### config.mk
export PLATFORM = sky130hd
export DESIGN_NAME = cntrl_spi_regs
export DESIGN_NICKNAME = d
export VERILOG_FILES = /design/src/rtl/cntrl_spi_pkg.sv /design/src/rtl/rst_pulse_gen.sv /design/src/rtl/cntrl_spi_regs.sv
export SDC_FILE = /design/constraint.sdc
export NUM_CORES = 1
export LEC_CHECK = 0
export ABC_CLOCK_PERIOD_IN_PS = 1800
export CAP_MARGIN = 30
export CELL_PAD_IN_SITES_DETAIL_PLACEMENT = 1
export CELL_PAD_IN_SITES_GLOBAL_PLACEMENT = 2
export CORE_ASPECT_RATIO = 1.1
export CORE_MARGIN = 10
export CORE_UTILIZATION = 24
export CTS_BUF_LIST = sky130_fd_sc_hd__clkbuf_8
export DETAILED_ROUTE_END_ITERATION = 8
export GPL_TIMING_DRIVEN = 0
export PLACE_DENSITY = 0.86
export RECOVER_POWER = 25
export SLEW_MARGIN = 0
export SYNTH_ARGS = -nofsm -noshare
export SYNTH_HDL_FRONTEND = slang
export SYNTH_HIERARCHICAL = 1
export SYNTH_SLANG_ARGS = --single-unit
### constraint.sdc
create_clock -name clk -period 1.8 [get_ports clk]
set_input_delay 0.27 -clock clk [delete_from_list [all_inputs] [get_ports clk]]
set_output_delay 0.27 -clock clk [all_outputs]
set_load 0.005 [all_outputs]
### src/rtl/cntrl_spi_pkg.sv
// Shared constants for the SPI control register bank: register map,
// identification value and field positions inside the multi-field registers.
package cntrl_spi_pkg;

  // Register map (7-bit addresses as delivered by spi_slave)
  localparam logic [6:0] CNTRL_SPI_REG_ID                = 7'h00;
  localparam logic [6:0] CNTRL_SPI_REG_RST_CNTRL         = 7'h01;
  localparam logic [6:0] CNTRL_SPI_REG_IRQ_CNTRL_STATUS  = 7'h02;
  localparam logic [6:0] CNTRL_SPI_REG_LED_CNTRL         = 7'h03;
  localparam logic [6:0] CNTRL_SPI_REG_ADC_DPRAM_CNTRL   = 7'h10;
  localparam logic [6:0] CNTRL_SPI_REG_ADC_DPRAM_ADDR    = 7'h11;
  localparam logic [6:0] CNTRL_SPI_REG_ADC_DPRAM_DATA    = 7'h12;
  localparam logic [6:0] CNTRL_SPI_REG_DDC_CNTRL         = 7'h20;
  localparam logic [6:0] CNTRL_SPI_REG_DDC_LO_FREQ       = 7'h21;
  localparam logic [6:0] CNTRL_SPI_REG_AUDIO_I2S_MUX_SEL = 7'h30;

  // Default identification word returned by the ID register
  localparam logic [31:0] CNTRL_SPI_ID_VALUE = 32'h1C7A_0001;

  // IRQ_CNTRL_STATUS: status occupies the low bits, enables start here
  localparam int IRQ_EN_LSB = 16;

  // ADC_DPRAM_CNTRL field layout, bit 0 = capture enable, bit 1 = auto increment
  typedef struct packed {
    logic auto_inc;
    logic cap_en;
  } dpram_cntrl_t;

endpackage

### src/rtl/rst_pulse_gen.sv
// One software reset channel: a load strobe arms a down-counter and the
// output stays high while the counter is non-zero, i.e. for exactly
// RST_PULSE cycles after the load. Reloading mid-pulse restarts the count.
module rst_pulse_gen #(
  parameter int RST_PULSE = 16
) (
  input  logic clk,
  input  logic reset,
  input  logic load,
  output logic pulse
);

  localparam int CW = $clog2(RST_PULSE + 1);

  logic [CW-1:0] cnt;

  // Pulse length counter: load has priority over the decrement
  always_ff @(posedge clk) begin
    // NOTE: sequential state is assigned with <= so every register samples
    // the pre-edge values regardless of statement order.
    if (reset) begin
      cnt <= '0;
    end else if (load) begin
      cnt <= CW'(RST_PULSE);
    end else if (cnt != '0) begin
      cnt <= cnt - CW'(1);
    end
  end

  assign pulse = (cnt != '0);

endmodule

### src/rtl/cntrl_spi_regs.sv
// Control/status register bank behind spi_slave. Decodes the register
// address, holds every control register, returns combinational read data
// for MISO serialisation and generates reset pulses, a W1C interrupt,
// ADC DPRAM address stepping and DDC/audio controls.
module cntrl_spi_regs
  import cntrl_spi_pkg::*;
#(
  parameter logic [31:0] ID_VALUE  = CNTRL_SPI_ID_VALUE,
  parameter int          N_RST     = 4,
  parameter int          RST_PULSE = 16,
  parameter int          N_IRQ     = 8,
  parameter int          DPRAM_AW  = 10
) (
  input  logic                clk,
  input  logic                reset,
  input  logic [6:0]          addr,
  input  logic [31:0]         wr_data,
  input  logic                wr_en,
  input  logic                rd_en,
  output logic [31:0]         rd_data,
  output logic [N_RST-1:0]    rst_out,
  input  logic [N_IRQ-1:0]    irq_src,
  output logic                irq,
  output logic [3:0]          led,
  output logic [DPRAM_AW-1:0] dpram_addr,
  input  logic [31:0]         dpram_rd_data,
  output logic                dpram_cap_en,
  output logic [31:0]         ddc_cntrl,
  output logic [31:0]         ddc_lo_freq,
  output logic                ddc_lo_upd,
  output logic [3:0]          i2s_mux_sel
);

  // Per-register write strobes
  logic wr_rst, wr_irq, wr_led, wr_dp_cntrl, wr_dp_addr;
  logic wr_ddc_cntrl, wr_ddc_lo, wr_i2s;
  logic dp_step;

  assign wr_rst       = wr_en && (addr == CNTRL_SPI_REG_RST_CNTRL);
  assign wr_irq       = wr_en && (addr == CNTRL_SPI_REG_IRQ_CNTRL_STATUS);
  assign wr_led       = wr_en && (addr == CNTRL_SPI_REG_LED_CNTRL);
  assign wr_dp_cntrl  = wr_en && (addr == CNTRL_SPI_REG_ADC_DPRAM_CNTRL);
  assign wr_dp_addr   = wr_en && (addr == CNTRL_SPI_REG_ADC_DPRAM_ADDR);
  assign wr_ddc_cntrl = wr_en && (addr == CNTRL_SPI_REG_DDC_CNTRL);
  assign wr_ddc_lo    = wr_en && (addr == CNTRL_SPI_REG_DDC_LO_FREQ);
  assign wr_i2s       = wr_en && (addr == CNTRL_SPI_REG_AUDIO_I2S_MUX_SEL);

  // Register storage
  dpram_cntrl_t     dp_cntrl;
  logic [N_IRQ-1:0] irq_status, irq_en, irq_src_q, irq_rise, irq_clr;

  // A committed read of the data window steps the address when auto_inc is set
  assign dp_step = rd_en && (addr == CNTRL_SPI_REG_ADC_DPRAM_DATA) && dp_cntrl.auto_inc;

  // Software reset channels, one pulse generator per bit
  for (genvar i = 0; i < N_RST; i++) begin : g_rst
    rst_pulse_gen #(.RST_PULSE(RST_PULSE)) u_rst_pulse_gen (
      .clk   (clk),
      .reset (reset),
      .load  (wr_rst && wr_data[i]),
      .pulse (rst_out[i])
    );
  end

  // Interrupt edge detection and W1C clear mask
  assign irq_rise = irq_src & ~irq_src_q;
  assign irq_clr  = wr_irq ? wr_data[N_IRQ-1:0] : '0;

  // Interrupt status/enable and registered interrupt output; a new edge beats a same-cycle clear
  always_ff @(posedge clk) begin
    if (reset) begin
      irq_src_q  <= '0;
      irq_status <= '0;
      irq_en     <= '0;
      irq        <= 1'b0;
    end else begin
      irq_src_q  <= irq_src;
      irq_status <= (irq_status & ~irq_clr) | irq_rise;
      if (wr_irq) irq_en <= wr_data[IRQ_EN_LSB +: N_IRQ];
      irq        <= |(irq_status & irq_en);
    end
  end

  // Plain control registers, DPRAM address stepping and LO update strobe
  always_ff @(posedge clk) begin
    if (reset) begin
      led         <= '0;
      dp_cntrl    <= '0;
      dpram_addr  <= '0;
      ddc_cntrl   <= '0;
      ddc_lo_freq <= '0;
      ddc_lo_upd  <= 1'b0;
      i2s_mux_sel <= '0;
    end else begin
      if (wr_led)       led         <= wr_data[3:0];
      if (wr_dp_cntrl)  dp_cntrl    <= wr_data[1:0];
      if (wr_ddc_cntrl) ddc_cntrl   <= wr_data;
      if (wr_ddc_lo)    ddc_lo_freq <= wr_data;
      if (wr_i2s)       i2s_mux_sel <= wr_data[3:0];
      ddc_lo_upd <= wr_ddc_lo;
      // Explicit write wins over the auto increment; the increment wraps naturally
      if (wr_dp_addr) begin
        dpram_addr <= wr_data[DPRAM_AW-1:0];
      end else if (dp_step) begin
        dpram_addr <= dpram_addr + DPRAM_AW'(1);
      end
    end
  end

  assign dpram_cap_en = dp_cntrl.cap_en;

  // Read data mux, purely combinational from addr
  always_comb begin
    // NOTE: the default assignment up front keeps this block from inferring
    // latches for any address or bit not explicitly covered below.
    rd_data = '0;
    unique case (addr)
      CNTRL_SPI_REG_ID:                rd_data = ID_VALUE;
      CNTRL_SPI_REG_RST_CNTRL:         rd_data[N_RST-1:0] = rst_out;
      CNTRL_SPI_REG_IRQ_CNTRL_STATUS: begin
        rd_data[N_IRQ-1:0]            = irq_status;
        rd_data[IRQ_EN_LSB +: N_IRQ]  = irq_en;
      end
      CNTRL_SPI_REG_LED_CNTRL:         rd_data[3:0] = led;
      CNTRL_SPI_REG_ADC_DPRAM_CNTRL:   rd_data[1:0] = dp_cntrl;
      CNTRL_SPI_REG_ADC_DPRAM_ADDR:    rd_data[DPRAM_AW-1:0] = dpram_addr;
      CNTRL_SPI_REG_ADC_DPRAM_DATA:    rd_data = dpram_rd_data;
      CNTRL_SPI_REG_DDC_CNTRL:         rd_data = ddc_cntrl;
      CNTRL_SPI_REG_DDC_LO_FREQ:       rd_data = ddc_lo_freq;
      CNTRL_SPI_REG_AUDIO_I2S_MUX_SEL: rd_data[3:0] = i2s_mux_sel;
      default:                         rd_data = '0;
    endcase
  end

endmodule
==> results of run 1 <==
==> kinds of logic (layout without fill, tap and decap cells) <==
family | after synthesis | after routing | synth area share
AOI/OAI and AO/OA | 201 | 201 | 0.216
DFF | 130 | 130 | 0.424
adders and majority gates | 5 | 5 | 0.0102
other | 0 | 1 | 0
buffers and inverters | 88 | 415 | 0.0579
muxes | 21 | 21 | 0.0353
xor gates and xnor gates | 12 | 12 | 0.0171
and+or+nand+nor | 300 | 300 | 0.239
==> state kept, by name, summed over array words and instances (netlist names), 4 cells and up <==
signal,count
irq_en,8
g_rst.u_rst_pulse_gen/cnt,20
irq_status,8
ddc_lo_freq,32
ddc_cntrl,32
dpram_addr,10
i2s_mux_sel,4
led,4
irq_src_q,8
==> how the worst min path moves through the flow <==
stage | startpoint | end | cells past startpoint
after floorplan | reset | g_rst[2].u_rst_pulse_gen/cnt[1] | 1
after global placement | ddc_cntrl[1] | ddc_cntrl[1] | 2
after detailed placement | ddc_lo_freq[16] | ddc_lo_freq[16] | 2
after CTS | reset | g_rst[2].u_rst_pulse_gen/cnt[1] | 2
after global routing | irq_src[0] | irq_src_q[0] | 2
final | irq_src[0] | irq_src_q[0] | 2
==> layout by cell type (no fill, tap or decap), drive strengths merged, types with 7 or more instances in the layout <==
cell type | netlist | routed
buf | 15 | 160
dlygate4sd3 | 0 | 11
xnor2 | 12 | 12
a21oi | 93 | 93
a222oi | 11 | 11
o21ai | 17 | 17
nor2 | 33 | 33
clkinvlp | 0 | 7
clkdlybuf4s50 | 0 | 148
nand3 | 16 | 16
a22o | 8 | 8
and3 | 10 | 10
nand2b | 20 | 20
clkbuf | 42 | 53
nor2b | 11 | 11
nand2 | 158 | 158
dfxtp | 130 | 130
mux2i | 16 | 16
inv | 31 | 32
a22oi | 34 | 34
nor3 | 15 | 15
==> final cells by class <==
class	count	area share
diodes	1	0.000240
plain buffers	46	0.0332
clock buffers	20	0.0264
clock inverters	12	0.0126
inverters	31	0.0114
multi-input cells	539	0.342
flip-flops and latches	130	0.252
well taps	346	0.0415
repair buffers	306	0.281
==> repair_timing <==
item | CTS | global route
setup endpoints to repair | 170 | 93
resized for setup | 344 | 112
hold buffers | 0 | 0
buffers inserted | 80 | 36
pin swaps | 30 | 41
endpoints found under the hold margin | 0 | 0
gates cloned | 3 | 2
==> per-stage QoR <==
| step | cells | setup TNS, ps | util | instance area, um2 | setup slack [ps] |
|---|---|---|---|---|---|
| finish | 1431 | -19630 | 0.413 | 10400 | -669 |
| global route | 1430 | -26980 | 0.413 | 10400 | -751 |
| detailed placement | 1304 | -174420 | 0.342 | 8640 | -1660 |
| CTS | 1416 | -10970 | 0.401 | 10100 | -718 |
| global placement | 1304 | -168600 | 0.342 | 8640 | -1650 |
| floorplan | 757 | 0 | - | 6200 | 2.88 |
==> metal layers <==
metal / vias to the layer above / track usage
li1: 3327 / -
met1: 3626 / 0.233
met2: 351 / 0.324
met3: 81 / 0.0729
met4: 8 / 0.0770
met5: - / 0
==> where the power goes <==
| part | total [uW] | switching [uW] | leakage, uW | internal [uW] |
|---|---|---|---|---|
| Clock | 2640 | 1300 | 0.000185 | 1340 |
| Sequential | 3260 | 174 | 0.00106 | 3090 |
| Combinational | 2940 | 1250 | 0.00270 | 1690 |
| Total | 8840 | 2720 | 0.00395 | 6120 |
==> worst max-delay path, cell delays in order (launching register included) <==
cell and delay (ps):
dfxtp_2 330, inv_2 60, ha_4 130, or4b_4 500
inv_4 80, a22oi_2 90, a22oi_1 220, nand3_1 160
buf_2 170
==> flow_summary.yaml, run 1 <==
run_status:
  status: "finished, violations left"
  failed_checks: "negative setup slack"
clock_network:
  cts_max_level: 4
  cts_root_buffer: "clkbuf_8"
  cts.reportedPaths.clkPinSlew_ps: 90
  clock_latency_ps: 470
  cts_buffer_depth: 2
  cts_sinks: 130
  tritoncts: "done"
  numCtsBuffers: 17
power_and_ir_drop:
  p_total_uw: 8840
  power_density_nw_per_um2: 848
  p_leak_uw: 0.00395
  peakVddDrop_mv: 0.591
worst_setup_path:
  crit_path_start_kind: "flip-flop"
  r2r_slack_ps: -90
  arrival_ps: 2200
  critPathCaptureType: "output pin"
  critPathRequiredTime_ps: 1530
  cp-startpoint: "g_rst[0].u_rst_pulse_gen/cnt[0]"
  crit_type: "reg -> out"
  crit_path_end: "rd_data[0]"
  timing.rr.start: "g_rst[3].u_rst_pulse_gen/cnt[1]"
  reg2reg_to: "g_rst[3].u_rst_pulse_gen/cnt[1]"
  r2r.worst_path.cells: 8
  critPathMaxFanout: 2
route:
  wl_met1_um: 13700
  wirelength_um: 34200
  drc: 0
  highest_layer: "met5"
  wl_met3_um: 3110
  wl_met2_um: 15900
  drtAntennaViolNets: 0
  routedWlPerCell_um: 23.9
  via_count: 7393
  vias_per_cell: 5.17
  drt_iter0_drc: 575
  drt_pass1_iterations: 6
synthesis:
  yosysTopAreaCellShare: 0.424
  syn_area_per_cell_um2: 8.10
  yosysWarnings: 6
  synthCells: 757
  synthMostInstantiatedCell: "nand2_1"
  ys_seq_area_frac: 0.424
  yosysTopAreaCell: "dfxtp_1"
  synth_ff_type: "dfxtp_1"
  syn_nets: 845
  synth.area.top_cells: "dfxtp_1 (42%), nand2_1 (9.7%), a21oi_1 (7.6%)"
  synth_cell_types: 55
  synth_commonest_cells: "nand2_1 (158), dfxtp_1 (130), a21oi_1 (93)"
  netlist_area_um2: 6130
  async_reset_ff_frac: 0
  synth-edff-count: 0
  ys_ff_latch: 130
sta:
  setup_slack_ps: -669
  rsz0062_at_grt: "true"
  hold_viol: 0
  relSlewSlack: 0.325
  tightestPinTransition_ps: 1010
  period_needed_ps: 2470
  fmax_mhz: 405
  hold_slack_ps: 381
  drv_slew: 0
  skew_ps: 15.2
  final-setup-viol-count: 105
  period_share: 1.37
layout:
  syn_to_final_growth_pct: 70.1
  n_fill_cell: 2975
  multi_input_area_um2: 3570
  drive_gt1_frac: 0.292
  nets: 1159
  regArea_um2: 2620
place:
  placement.io_buffers: 201
  dp_hpwl_um: 23100
  gp_congestion: 0.893
floorplanning:
  die_area_um2: 32400
  die_x_um: 172
  rows: 61
  die_height_um: 188
  pin_count: 204
  initial_core_util: 0.243
  core-area_um2: 25300
global_route:
  grt_overflow: 0
  grt_pass1_wl_um: 48500
  grtUsageTotal: 0.200
  first_global_vias: 7707
  grt_max_degree: 18
  antenna_found_initial: 5
flow_run:
  timing.max_cap.violations: 0
min_path:
  hp-class: "in -> reg"
Note: power is estimated with default switching activity, not from simulation.
==> run 2, diff against run 1 <==
--- a/config.mk
+++ b/config.mk
@@ -5,8 +5,6 @@
 export SDC_FILE = /design/constraint.sdc
 export NUM_CORES = 1
 export LEC_CHECK = 0
-export ABC_CLOCK_PERIOD_IN_PS = 1800
-export CAP_MARGIN = 30
 export CELL_PAD_IN_SITES_DETAIL_PLACEMENT = 1
 export CELL_PAD_IN_SITES_GLOBAL_PLACEMENT = 2
 export CORE_ASPECT_RATIO = 1.1
==> results of run 2 <==
No change in the layout: final DEF, timing and power equal those of run 1.
